### src/rtl/pipe_adder_pkg.sv
// Shared datapath definitions: add/sub op encoding and the signed-overflow rule.
package pipe_adder_pkg;

   localparam logic OP_ADD = 1'b0;
   localparam logic OP_SUB = 1'b1;

   // Two's-complement overflow: like-signed operands producing an opposite-signed result.
   function automatic logic adder_ovf(input logic a_msb, input logic b_msb, input logic s_msb);
      return (a_msb == b_msb) && (s_msb != a_msb);
   endfunction

endpackage

### src/rtl/pipe_adder_slice.sv
// One SEG-bit segment of the pipelined adder: registered sum and carry, 1-cycle latency.
// Holds its result while en_i is low (pipeline-wide stall).
module adder_slice #(
   parameter int unsigned SEG = 16
) (
   input  logic           clk,
   input  logic           reset,
   input  logic           en_i,
   input  logic [SEG-1:0] a_i,
   input  logic [SEG-1:0] b_i,
   input  logic           ci_i,
   output logic [SEG-1:0] s_o,
   output logic           co_o
);

   logic [SEG-1:0] s_q, s_d;
   logic           co_q, co_d;

   always_comb begin
      {co_d, s_d} = {1'b0, a_i} + {1'b0, b_i} + {{SEG{1'b0}}, ci_i};
   end

   always_ff @(posedge clk) begin
      if (reset) begin
         s_q  <= '0;
         co_q <= 1'b0;
      end else if (en_i) begin
         s_q  <= s_d;
         co_q <= co_d;
      end
   end

   assign s_o  = s_q;
   assign co_o = co_q;

endmodule

### src/rtl/pipe_adder.sv
// Pipelined WIDTH-bit add/sub split into STAGES carry-rippled segments; result after STAGES+1 edges.
// Single global advance (adv = !out_valid || out_ready): a stalled output freezes every stage.
module pipe_adder
   import pipe_adder_pkg::*;
#(
   parameter int unsigned WIDTH  = 64,
   parameter int unsigned STAGES = 4
) (
   input  logic             clk,
   input  logic             reset,
   input  logic             in_valid,
   output logic             in_ready,
   input  logic [WIDTH-1:0] a,
   input  logic [WIDTH-1:0] b,
   input  logic             cin,
   input  logic             op,
   output logic             out_valid,
   input  logic             out_ready,
   output logic [WIDTH-1:0] sum,
   output logic             cout,
   output logic             ovf,
   output logic             zero
);

   localparam int unsigned SEG = WIDTH / STAGES;

   if (WIDTH % STAGES != 0) begin : g_bad_split
      $error("pipe_adder: WIDTH must be divisible by STAGES");
   end

   logic                           adv;
   logic [WIDTH-1:0]               b_eff;
   logic                           cin_eff;
   logic [STAGES-1:0]              vld_q, vld_d;
   logic [STAGES-1:0]              ci;
   logic [STAGES-1:0]              seg_co;
   logic [STAGES-1:0][SEG-1:0]     seg_s;
   logic [STAGES-1:0][WIDTH-1:0]   a_q, a_d, b_q, b_d, fin_q, fin_d, asm;

   logic             out_valid_q, cout_q, ovf_q, zero_q;
   logic [WIDTH-1:0] sum_q;
   logic             unused_skew;

   assign adv      = !out_valid_q || out_ready;
   assign in_ready = adv;
   assign b_eff    = (op == OP_SUB) ? ~b : b;
   assign cin_eff  = (op == OP_SUB) ? 1'b1 : cin;

   // Stage k adds segment k; operands skew forward, finished low segments accumulate in fin.
   for (genvar k = 0; k < STAGES; k++) begin : g_stage
      if (k == 0) begin : g_head
         assign vld_d[k] = in_valid;
         assign a_d[k]   = a;
         assign b_d[k]   = b_eff;
         assign fin_d[k] = '0;
         assign ci[k]    = cin_eff;
      end else begin : g_tail
         assign vld_d[k] = vld_q[k-1];
         assign a_d[k]   = a_q[k-1];
         assign b_d[k]   = b_q[k-1];
         assign fin_d[k] = asm[k-1];
         assign ci[k]    = seg_co[k-1];
      end

      adder_slice #(.SEG(SEG)) u_slice (
         .clk   (clk),
         .reset (reset),
         .en_i  (adv),
         .a_i   (a_d[k][k*SEG +: SEG]),
         .b_i   (b_d[k][k*SEG +: SEG]),
         .ci_i  (ci[k]),
         .s_o   (seg_s[k]),
         .co_o  (seg_co[k])
      );

      assign asm[k] = fin_q[k] | (WIDTH'(seg_s[k]) << (k*SEG));
   end

   always_ff @(posedge clk) begin
      if (reset) begin
         vld_q <= '0;
      end else if (adv) begin
         vld_q <= vld_d;
      end
   end

   // Data qualified by vld_q, so no reset needed here.
   always_ff @(posedge clk) begin
      if (adv) begin
         a_q   <= a_d;
         b_q   <= b_d;
         fin_q <= fin_d;
      end
   end

   always_ff @(posedge clk) begin
      if (reset) begin
         out_valid_q <= 1'b0;
         sum_q       <= '0;
         cout_q      <= 1'b0;
         ovf_q       <= 1'b0;
         zero_q      <= 1'b0;
      end else if (adv) begin
         out_valid_q <= vld_q[STAGES-1];
         if (vld_q[STAGES-1]) begin
            sum_q  <= asm[STAGES-1];
            cout_q <= seg_co[STAGES-1];
            ovf_q  <= adder_ovf(a_q[STAGES-1][WIDTH-1], b_q[STAGES-1][WIDTH-1],
                                asm[STAGES-1][WIDTH-1]);
            zero_q <= (asm[STAGES-1] == '0);
         end
      end
   end

   // Only the sign bits of the last skew stage feed the flags.
   assign unused_skew = ^{a_q[STAGES-1], b_q[STAGES-1]};

   assign out_valid = out_valid_q;
   assign sum       = sum_q;
   assign cout      = cout_q;
   assign ovf       = ovf_q;
   assign zero      = zero_q;

endmodule
### config.mk
export PLATFORM = sky130hd
export DESIGN_NAME = pipe_adder
export DESIGN_NICKNAME = d
export VERILOG_FILES = /design/src/rtl/pipe_adder_pkg.sv /design/src/rtl/pipe_adder_slice.sv /design/src/rtl/pipe_adder.sv
export SDC_FILE = /design/constraint.sdc
export NUM_CORES = 1
export LEC_CHECK = 0
export ABC_AREA = 1
export CORE_MARGIN = 1
export CORE_UTILIZATION = 41
export CTS_BUF_LIST = sky130_fd_sc_hd__clkbuf_16
export CTS_CLUSTER_SIZE = 12
export DETAILED_ROUTE_END_ITERATION = 8
export SKIP_LAST_GASP = 1
export SLEW_MARGIN = 5
export SYNTH_ARGS = -nofsm -noshare
export SYNTH_HDL_FRONTEND = slang
export SYNTH_HIERARCHICAL = 1
export SYNTH_SLANG_ARGS = --single-unit
### constraint.sdc
create_clock -name clk -period 11.6 [get_ports clk]
set_clock_uncertainty 0.05 [all_clocks]
set_input_delay 2.9 -clock clk [delete_from_list [all_inputs] [get_ports clk]]
set_output_delay 2.9 -clock clk [all_outputs]
set_load 0.005 [all_outputs]
# After elaboration in Yosys (flattened, before gate mapping)
# Cells that the tools add are included.
# Widths: inputs -> output; s select.
dict set report classes {
  n_addsub 8
  magnitude_cmp 0
  bitwise 4
  reduce_logical 5
  muxes 2
  mul 0
  n_eq_ne 2
  div_mod_pow 0
  shift 0
}
# operator n
set ops {}
lappend ops {{$add 16x16->17} 4}
lappend ops {{$add 17x1->17} 4}
lappend ops {{$logic_not 64->1} 1}
lappend ops {{$mux 64} 1}
lappend ops {{$not 64->64} 1}
lappend ops {{$or 64x48->64} 1}
lappend ops {{$or 64x64->64} 1}
lappend ops {{$or 16x32->32} 1}
lappend ops {{$reduce_and 2->1} 1}
lappend ops {{$eq 1x1->1} 1}
lappend ops {{$logic_and 1x1->1} 1}
lappend ops {{$logic_not 1->1} 1}
lappend ops {{$logic_or 1x1->1} 1}
lappend ops {{$mux 1} 1}
lappend ops {{$ne 1x1->1} 1}
dict set report word_totals {
  register_bits 796
  memories 0
  mem_bits_rw 0
  latchBits 0
  input_bits 134
  romBits 0
}

# Longest topological paths before layout
# Gate-level depths: netlist of run 1.
dict set report depth {
  ltp_word 4
  ltp_mapped 14
}

# Modules after synthesis
# The synthesis of run 1 kept the hierarchy.
# mod instances area_per_inst_um2 seq_area_each_um2 cells_each
set by_module_without_submodules {}
lappend by_module_without_submodules {pipe_adder 1 12055.3 10149.7 732}
lappend by_module_without_submodules {{adder_slice (g_stage[0].u_slice ...)} 3 1629.1 340.3 272}
lappend by_module_without_submodules {{adder_slice (g_stage[3].u_slice)} 1 1619.1 340.3 274}

# Worst setup path after synthesis of run 1
# Ideal clock, no wire load.
dict set report synth_path {
  kind {input to output}
  startpoint {in out_ready}
  endpoint {out in_ready}
  path_slack_ps -120
  n_path_buf 0
  stages 2
  t_arrival_ps 8770
  cell_sequence {nor2_4 > inv_1}
}
dict set report synth_via {
  elab_chain_cells 1
}
# element line
set synth_lines {}
lappend synth_lines {{from (decl)} pipe_adder.sv:18} ;# input logic out_ready,
lappend synth_lines {{$logic_or 1x1->1} pipe_adder.sv:44} ;# assign adv = !out_valid_q || out_ready;
lappend synth_lines {{to (decl)} pipe_adder.sv:12} ;# output logic in_ready,
# No other way between the ends.

# Worst setup path after layout of run 1
# Same ends and word-level chain as after synthesis.

==> flow_summary_export.csv, run 1 <==
group,metric,value,unit
worst_setup_path,endpoint_kind,"output pin",
worst_setup_path,cp-start-kind,"input pin",
yosys,synth_adder_area_share,4.91,%
global_route,grt_usage,16.3,%
layout,area_growth,20.9,%
layout,n_antenna_cell,0,
floorplanning,die_area,46100,µm²
floorplanning,core,44400,µm²
yosys,synth.most_common_cell,"nand2_1",
hold_path,holdPathStages,0,
sta,period_minus_slack,7.99,ns
global_route,grt_max_degree,187,
yosys,synth.ff_latch_count,430,
drt,dr.pass1.iters,5,
layout,post-route-util,50.5,%
yosys,synth-compound-area-share,4.35,%
yosys,synth_ff_type,"edfxtp_1",
yosys,synthTopCellsByArea,"edfxtp_1, dfxtp_1, nand2_1",
global_route,gr-total-overflow,0,
sta,tightest_slew,1.04,ns
worst_setup_path,worstPathCellList,"clkdlybuf4s50_1 -> nor2_4 -> clkinvlp_4 -> buf_4 -> clkdlybuf4s50_1",
layout,fin_area,22400,µm²
yosys,muxShareOfSynthArea,0,%
drt,final_antenna_net_count,0,
placement,dpl-instance-area,21100,µm²
clock_network,insertion_delay,0.58,ns
layout,seq_area,11500,µm²
sta,finalSetupTns,0,ns
worst_setup_path,slowest_delay,0.73,ns
pwr,cellPowerDensity,170,nW/µm²
yosys,synth-edff-count,290,
clock_network,hold_buffers,0,
worst_setup_path,cp_max_fo,80,
worst_setup_path,crit_family,"buffers and inverters",
outcome,status,"completed",
clock_network,cts_tree,"yes",
clock_network,cts_buffer_depth,3,
worst_setup_path,cp_slowest_cell,"buf_4",
drt,wl_per_cell,13.8,µm
drt,vias_per_cell,4.59,
placement,dpl.hpwl,25.4,mm
yosys,yosysTopAreaCell,"edfxtp_1",
clock_network,clk_pin_slew_worst_paths,0.06,ns
yosys,synth_top_family_by_area,"simple AND/OR/NAND/NOR gates",
drt,initialDrtViolationCount,654,
clock_network,cts_num_sinks,430,
yosys,synth_xor_area_share,3.87,%
sta,hold_ws,0.361,ns
placement,place_congestion,0.812,
clock_network,postCtsSetupRepairBufs,0,
yosys,yosys-top-cells-count,"nand2_1, nor2_1, edfxtp_1, inv_1, dfxtp_1",
floorplanning,dieWidth,215,µm
drt,routed_wl,36.8,mm
yosys,yosys_warnings,6,
clock_network,cts_made_buffers,45,
clock_network,cts_root_buffer,"clkbuf_16",
worst_setup_path,timing.critical_path.buf_inv,4,
worst_setup_path,arrival,5.04,ns
yosys,yosys.area_share.simple,18.5,%
sta,timing.final.crit_share,68.9,%
sta,slew-limit-headroom,30.6,%
worst_setup_path,r2r-end,"g_stage[2].u_slice/s_o[4]",
sta,hold_violations,0,
layout,fillCellCount,4083,
floorplanning,die_h,215,µm
job,cap_violations,0,
sta,setup_viol,0,
yosys,yosysTopAreaCellShare,46.9,%
layout,multiInputGateArea,5880,µm²
yosys,syn_area,18600,µm²
sta,max_freq,125,MHz
placement,io_buffers,202,
sta,finalMaxSlewViolations,0,
worst_setup_path,crit_path_frequent_cell,"clkdlybuf4s50_1",
drt,drc,0,
sta,rsz0062_at_grt,"no",
yosys,seq_area_frac_synth,62.0,%
yosys,synthArstFlopShare,0,%
floorplanning,io_pins,203,
hold_path,min-delay-path-class,"flop to flop",
clock_network,post_cts_resized,0,
global_route,grt_pass1_vias,12041,
pwr,leakage,10.3,nW
yosys,synth.avg_cell_area,10.2,µm²
worst_setup_path,criticalPathCategory,"input pin to output pin",
yosys,synth_nets,2024,
layout,nets,2237,
yosys,synth_cell_types,38,
pwr,vdd_drop_max,0.0998,mV
worst_setup_path,rr_startpoint,"out_valid",
global_route,grt_pass1_wl,60.1,mm
worst_setup_path,worstPathRequired,8.65,ns
clock_network,htreeDepth,2,
floorplanning,start_util,41.8,%
hold_path,min_to,"a_d[191]",
hold_path,hp-start,"a_d[127]",
global_route,antenna_found_initial,0,
yosys,synthCells,1822,
worst_setup_path,r2r_setup_slack,7.95,ns
drt,num_vias,12220,
floorplanning,rows,77,
worst_setup_path,reg2reg_depth,9,
layout,drive_gt1_share,6.23,%
## per-layer routing
layer / global-route usage, % / wire [µm] / share of wire [%] / up-vias
met5: 0 / 0 / 0 / -
met4: 5.38 / 812 / 2.2 / 0
met3: 3.68 / 1920 / 5.2 / 50
met2: 27.3 / 17200 / 47 / 211
met1: 20.7 / 16900 / 46 / 5608
li1: - / - / - / 6351
## where the power goes
part           internal (W)  switching (W)  total [W]
registers           0.00185      0.0000791    0.00193
logic              0.000241       0.000332   0.000573
clock network      0.000750       0.000569    0.00132
total               0.00284       0.000981    0.00382
## layout by cell type (no fill, tap or decap), types with 2 or more instances in the layout
cell type        count
nand2_1            339
nor2_1             312
edfxtp_1           290
inv_1              239
clkdlybuf4s50_1    200
dfxtp_1            140
o21ai_0             92
nand3_1             85
xor2_1              75
ha_1                60
clkbuf_16           45
a21oi_1             44
nand2_2             27
inv_2               10
nor3_1              10
o211ai_1            10
clkinv_2             8
fa_1                 8
or2_1                7
nand3b_1             7
xnor2_1              7
nor3_2               7
buf_4                7
nand4_1              5
nand3_2              5
clkinv_1             4
and2_4               4
nor2_2               4
o31ai_1              4
o21ai_1              3
inv_6                2
bufinv_16            2
## stage by stage
step | cells | power (W) | worst slack, ns
2_1_floorplan | 1822 | 0.00234 | 2.18
3_3_place_gp | 2580 | 0.00253 | 3.63
3_5_place_dp | 2580 | 0.00254 | 3.64
4_1_cts | 2664 | 0.00388 | 3.63
5_1_grt | 2664 | 0.00404 | 3.51
6_report | 2664 | 0.00382 | 3.61
## kinds of logic after synthesis
| kind of cell | after synthesis |
|---|---|
| XOR/XNOR | 82 |
| AO/OA/AOI/OAI | 154 |
| AND/OR/NAND/NOR | 816 |
| buffers and inverters | 272 |
| adder cells (fa/ha/maj) | 68 |
| flip-flops | 430 |
## flip-flops by register name, summed over array words and instances, names as in the netlist
| register | cells |
|---|---|
| b_d | 96 |
| sum | 64 |
| g_stage.u_slice/co_o | 4 |
| out_valid | 1 |
| b_q | 1 |
| zero | 1 |
| a_q | 1 |
| ovf | 1 |
| a_d | 96 |
| cout | 1 |
| g_stage.u_slice/s_o | 64 |
| fin_q | 96 |
| vld_q | 4 |
## how the worst max path moves through the flow
stage	startpoint	endpoint	slack (ns)	cells past startpoint
after floorplan	out_ready	in_ready	2.18	2
after global placement	out_ready	in_ready	3.63	5
after detailed placement	out_ready	in_ready	3.64	5
after CTS	out_ready	in_ready	3.63	5
after global routing	out_ready	in_ready	3.51	5
final	out_ready	in_ready	3.61	5
## layout make-up
cell class	instances	share of cell area, %
clock buffers	45	5.02
clock inverters	39	1.05
inverters	229	3.86
multi-input cells	1120	26.2
flip-flops and latches	430	51.3
well taps	592	3.30
repair buffers	209	9.27
No activity file was read; power rests on OpenSTA's default activity.
==> run 2: changes to the inputs <==
clock period = 8.2 ns   (was 11.6 ns; I/O delays follow)
==> run 2 against run 1 <==
Net effect: utilization hardly changed; die area stayed put; via count is 0.19% lower; count of clock-buffer cells in the layout is 3 higher; cell count stayed put; sequential cell count stayed put; clock power is 39% higher; critical path depth is 1 lower; register-to-register slack worse by 3.3 ns; power is 41% higher; largest cell class unchanged.
==> flow_summary_export.csv, run 2 (synthesized netlist as in run 1, its figures left out) <==
group,metric,value,unit
placement,place_congestion,0.844,
sta,period_minus_slack,5.70,ns
clock_network,postCtsSetupRepairBufs,0,
floorplanning,die_area,46100,µm²
layout,area_growth,20.8,%
drt,initialDrtViolationCount,670,
floorplanning,dieWidth,215,µm
clock_network,cts_root_buffer,"clkbuf_16",
worst_setup_path,cp_max_fo,7,
pwr,vdd_drop_max,0.170,mV
sta,max_freq,176,MHz
worst_setup_path,cp_slowest_cell,"clkdlybuf4s50_1",
floorplanning,io_pins,203,
drt,vias_per_cell,4.58,
drt,routed_wl,37.1,mm
pwr,leakage,10.2,nW
global_route,grt_util_met3,3.72,%
sta,hold_violations,0,
layout,nets,2237,
drt,drc,0,
clock_network,clk_pin_slew_worst_paths,0.06,ns
worst_setup_path,worstPathCellList,"clkdlybuf4s50_1 -> nor2_4 -> clkinvlp_4 -> clkdlybuf4s50_1",
worst_setup_path,criticalPathCategory,"input pin to output pin",
clock_network,cts_made_buffers,45,
global_route,grt_max_degree,193,
clock_network,cts_buffer_depth,3,
global_route,grt_pass1_wl,60.9,mm
pwr,p_switching,0.00138,W
global_route,grtUsageMet2,27.2,%
worst_setup_path,rr_startpoint,"out_valid",
floorplanning,start_util,41.8,%
layout,n_antenna_cell,0,
global_route,gr-total-overflow,0,
pwr,swShare,25.6,%
global_route,grt_busiest_layer,"met2",
drt,final_antenna_net_count,0,
worst_setup_path,startpoint,"out_ready",
global_route,grt_pass1_vias,12059,
layout,layout_common_cells,"nand2_1, nor2_1, edfxtp_1, inv_1, clkdlybuf4s50_1",
worst_setup_path,r2r-end,"g_stage[1].u_slice/s_o[3]",
global_route,globalRouteMet1Util,21.2,%
hold_path,min-delay-path-class,"flop to flop",
sta,slew-limit-headroom,28.7,%
clock_network,cts_num_sinks,430,
sta,timing.final.crit_share,69.5,%
clock_network,insertion_delay,0.57,ns
sta,finalMaxSlewViolations,0,
sta,tightest_slew,1.07,ns
drt,wl_per_cell,13.9,µm
pwr,cellPowerDensity,240,nW/µm²
job,cap_violations,0,
sta,finalSetupTns,0,ns
worst_setup_path,arrival,3.60,ns
worst_setup_path,worstPathRequired,6.10,ns
worst_setup_path,endpoint_kind,"output pin",
layout,fin_cells,2664,
layout,final_common_cell,"nand2_1",
clock_network,post_cts_resized,0,
placement,placed_cells,2580,
pwr,p_total,0.00538,W
worst_setup_path,cp-start-kind,"input pin",
floorplanning,core,44400,µm²
global_route,antenna_found_initial,0,
worst_setup_path,r2r_setup_slack,4.62,ns
clock_network,htreeDepth,2,
clock_network,hold_buffers,0,
floorplanning,die_h,215,µm
placement,dpl-instance-area,21100,µm²
drt,dr.pass1.iters,5,
layout,fin_area,22400,µm²
placement,dpl.hpwl,25.9,mm
sta,setup_viol,0,
placement,io_buffers,202,
worst_setup_path,crit_path_frequent_cell,"clkdlybuf4s50_1",
worst_setup_path,worstSetupEndpoint,"in_ready",
outcome,status,"completed",
pwr,seq_power_share,50.6,%
floorplanning,rows,77,
clock_network,cts_tree,"yes",
drt,num_vias,12197,
pwr,p_int,0.00400,W
worst_setup_path,reg2reg_depth,9,
global_route,grt_usage,16.5,%
layout,drive_gt1_share,5.98,%
hold_path,hp-start,"a_d[96]",
sta,rsz0062_at_grt,"no",
worst_setup_path,slowest_delay,0.67,ns
pwr,p_clk_share,34.2,%
pwr,p_comb_share,15.2,%
layout,fillCellCount,4036,
-- run 2: cell type report --
type	count	area [µm²]	area share, %
inverters	229	866	3.86
multi-input cells	1120	5880	26.2
flip-flops and latches	430	11500	51.3
repair buffers	209	2080	9.28
clock buffers	48	1200	5.36
well taps	592	741	3.30
clock inverters	36	146	0.653
-- run 2: how the worst min path moves through the flow --
stage / end / slack (ns) / cells after the start
3_3_place_gp: fin_q[133] / 0.35 / 0
6_report: a_d[160] / 0.36 / 0
4_1_cts: a_d[160] / 0.35 / 0
3_5_place_dp: a_d[169] / 0.35 / 0
2_1_floorplan: a_d[160] / 0.35 / 0
5_1_grt: a_d[160] / 0.36 / 0
-- run 2: worst max-delay path, delay by kind of cell --
kind,cells,cell delay (ns)
buffers and inverters,3,1.27
and+or+nand+nor,1,0.27
-- run 2: power groups by stage --
stage | clock network (W) | logic (W) | registers, W
2_1_floorplan | 0 | 0.000574 | 0.00274
3_3_place_gp | 0 | 0.000815 | 0.00277
3_5_place_dp | 0 | 0.000822 | 0.00277
4_1_cts | 0.00191 | 0.000828 | 0.00273
5_1_grt | 0.00199 | 0.000943 | 0.00276
6_report | 0.00184 | 0.000817 | 0.00273
-- run 2: layer usage --
| metal | wire length (µm) | vias up |
|---|---|---|
| li1 | - | 6346 |
| met3 | 1960 | 60 |
| met5 | 0 | - |
| met4 | 939 | 0 |
| met1 | 16900 | 5576 |
| met2 | 17300 | 215 |
-- run 2: stage by stage --
stage / setup slack, ns / utilization (%) / hold WS (ns)
floorplan: 0.479 / - / 0.350
global placement: 2.48 / 47.4 / 0.350
detailed placement: 2.41 / 47.4 / 0.355
CTS: 2.47 / 50.5 / 0.354
global route: 2.43 / 50.5 / 0.360
finish: 2.50 / 50.5 / 0.362
==> run 3: changes to the inputs <==
clock period = 5.8 ns   (was 8.2 ns; I/O delays follow)
==> run 3 against run 2 <==
Net effect: utilization up 0.079 points; power up 42%; via count up 0.25%; critical path type unchanged; critical endpoint unchanged; largest cell class unchanged.
==> flow_summary_export.csv, run 3 (synthesized netlist as in run 1, its figures left out) <==
group,metric,value,unit
floorplanning,start_util,41.8,%
clock_network,cts_buffer_depth,3,
drt,initialDrtViolationCount,676,
placement,io_buffers,202,
floorplanning,core,44400,µm²
job,cap_violations,0,
worst_setup_path,slowest_delay,0.60,ns
placement,dpl-instance-area,21100,µm²
worst_setup_path,worstPathCellList,"clkdlybuf4s50_1 -> nor2_4 -> clkinvlp_4 -> clkdlybuf4s50_1",
drt,num_vias,12227,
worst_setup_path,r2r-end,"g_stage[2].u_slice/s_o[2]",
clock_network,insertion_delay,0.59,ns
sta,tightest_slew,1.35,ns
global_route,grt_pass1_vias,11802,
pwr,leakage,10.3,nW
worst_setup_path,rr_startpoint,"out_valid",
clock_network,cts_tree,"yes",
sta,period_minus_slack,4.53,ns
layout,n_antenna_cell,0,
sta,hold_violations,0,
layout,area_growth,21.0,%
hold_path,hp-start,"fin_q[129]",
sta,rsz0062_at_grt,"no",
worst_setup_path,criticalPathCategory,"input pin to output pin",
placement,dpl.hpwl,25.3,mm
floorplanning,dieWidth,215,µm
drt,drc,0,
worst_setup_path,crit_family,"buffers and inverters",
hold_path,min-delay-path-class,"flop to flop",
layout,post-route-util,50.6,%
clock_network,cts_root_buffer,"clkbuf_16",
layout,seq_area,11500,µm²
sta,slew-limit-headroom,10.1,%
worst_setup_path,timing.critical_path.buf_inv,3,
layout,final_common_cell,"nand2_1",
drt,dr.pass1.iters,7,
drt,wl_per_cell,13.6,µm
global_route,antenna_found_initial,0,
floorplanning,rows,77,
global_route,grt_max_degree,212,
clock_network,cts_num_sinks,430,
layout,layout_common_cells,"nand2_1, nor2_1, edfxtp_1, inv_1, clkdlybuf4s50_1",
worst_setup_path,r2r_setup_slack,2.58,ns
sta,setup_viol,0,
outcome,status,"completed",
hold_path,holdPathStages,0,
worst_setup_path,arrival,3.03,ns
layout,fillCellCount,4067,
pwr,vdd_drop_max,0.219,mV
drt,vias_per_cell,4.59,
global_route,grt_usage,15.7,%
sta,hold_ws,0.348,ns
sta,finalMaxSlewViolations,0,
worst_setup_path,cp_slowest_cell,"clkdlybuf4s50_1",
clock_network,clk_pin_slew_worst_paths,0.06,ns
layout,nets,2235,
layout,fin_area,22500,µm²
worst_setup_path,reg2reg_depth,8,
pwr,p_total,0.00765,W
clock_network,post_cts_resized,0,
hold_path,min_to,"fin_q[193]",
placement,post-place-ws,1.23,ns
global_route,gr-total-overflow,0,
drt,final_antenna_net_count,0,
floorplanning,die_h,215,µm
clock_network,htreeDepth,2,
sta,max_freq,221,MHz
worst_setup_path,cp_max_fo,7,
sta,layout_setup_ws,1.27,ns
worst_setup_path,worstPathRequired,4.30,ns
clock_network,hold_buffers,0,
layout,drive_gt1_share,6.14,%
floorplanning,io_pins,203,
worst_setup_path,cp-start-kind,"input pin",
clock_network,cts_made_buffers,45,
pwr,cellPowerDensity,341,nW/µm²
clock_network,postCtsSetupRepairBufs,0,
sta,timing.final.crit_share,78.1,%
drt,routed_wl,36.2,mm
placement,place_congestion,0.839,
worst_setup_path,endpoint_kind,"output pin",
global_route,grt_pass1_wl,58.2,mm
floorplanning,die_area,46100,µm²
worst_setup_path,crit_path_frequent_cell,"clkdlybuf4s50_1",
layout,multiInputGateArea,5880,µm²
==> run 3: final cells by class <==
type                       count  area share [%]
clock inverter                38            1.02
multi-input combinational   1120            26.2
inverter                     229            3.86
clock buffer                  46            5.13
timing repair buffer         207            9.25
tap                          592            3.30
sequential                   430            51.3
==> run 3: stage by stage <==
stage	instances	TNS, ns
2_1_floorplan	1822	-312.60
3_3_place_gp	2578	0
3_5_place_dp	2578	0
4_1_cts	2662	0
5_1_grt	2662	0
6_report	2662	0
==> run 3: metal layers <==
metal	wire length [µm]	share of wire, %	track usage [%]
met2	16900	47	26.0
met3	1620	4.5	2.82
met4	944	2.6	6.19
met5	0	0	0
met1	16700	46	20.5
==> run 3: where the power goes <==
group          internal [W]  switching [W]
logic              0.000485       0.000667
clock network       0.00149        0.00116
registers           0.00370       0.000159
==> run 3: worst max path at each step <==
stage	start	end	depth (start not counted)
2_1_floorplan	out_ready	g_stage[0].u_slice/s_o[6]	6
3_3_place_gp	out_ready	in_ready	4
3_5_place_dp	out_ready	g_stage[2].u_slice/s_o[2]	8
4_1_cts	out_ready	in_ready	4
5_1_grt	out_ready	in_ready	4
6_report	out_ready	in_ready	4
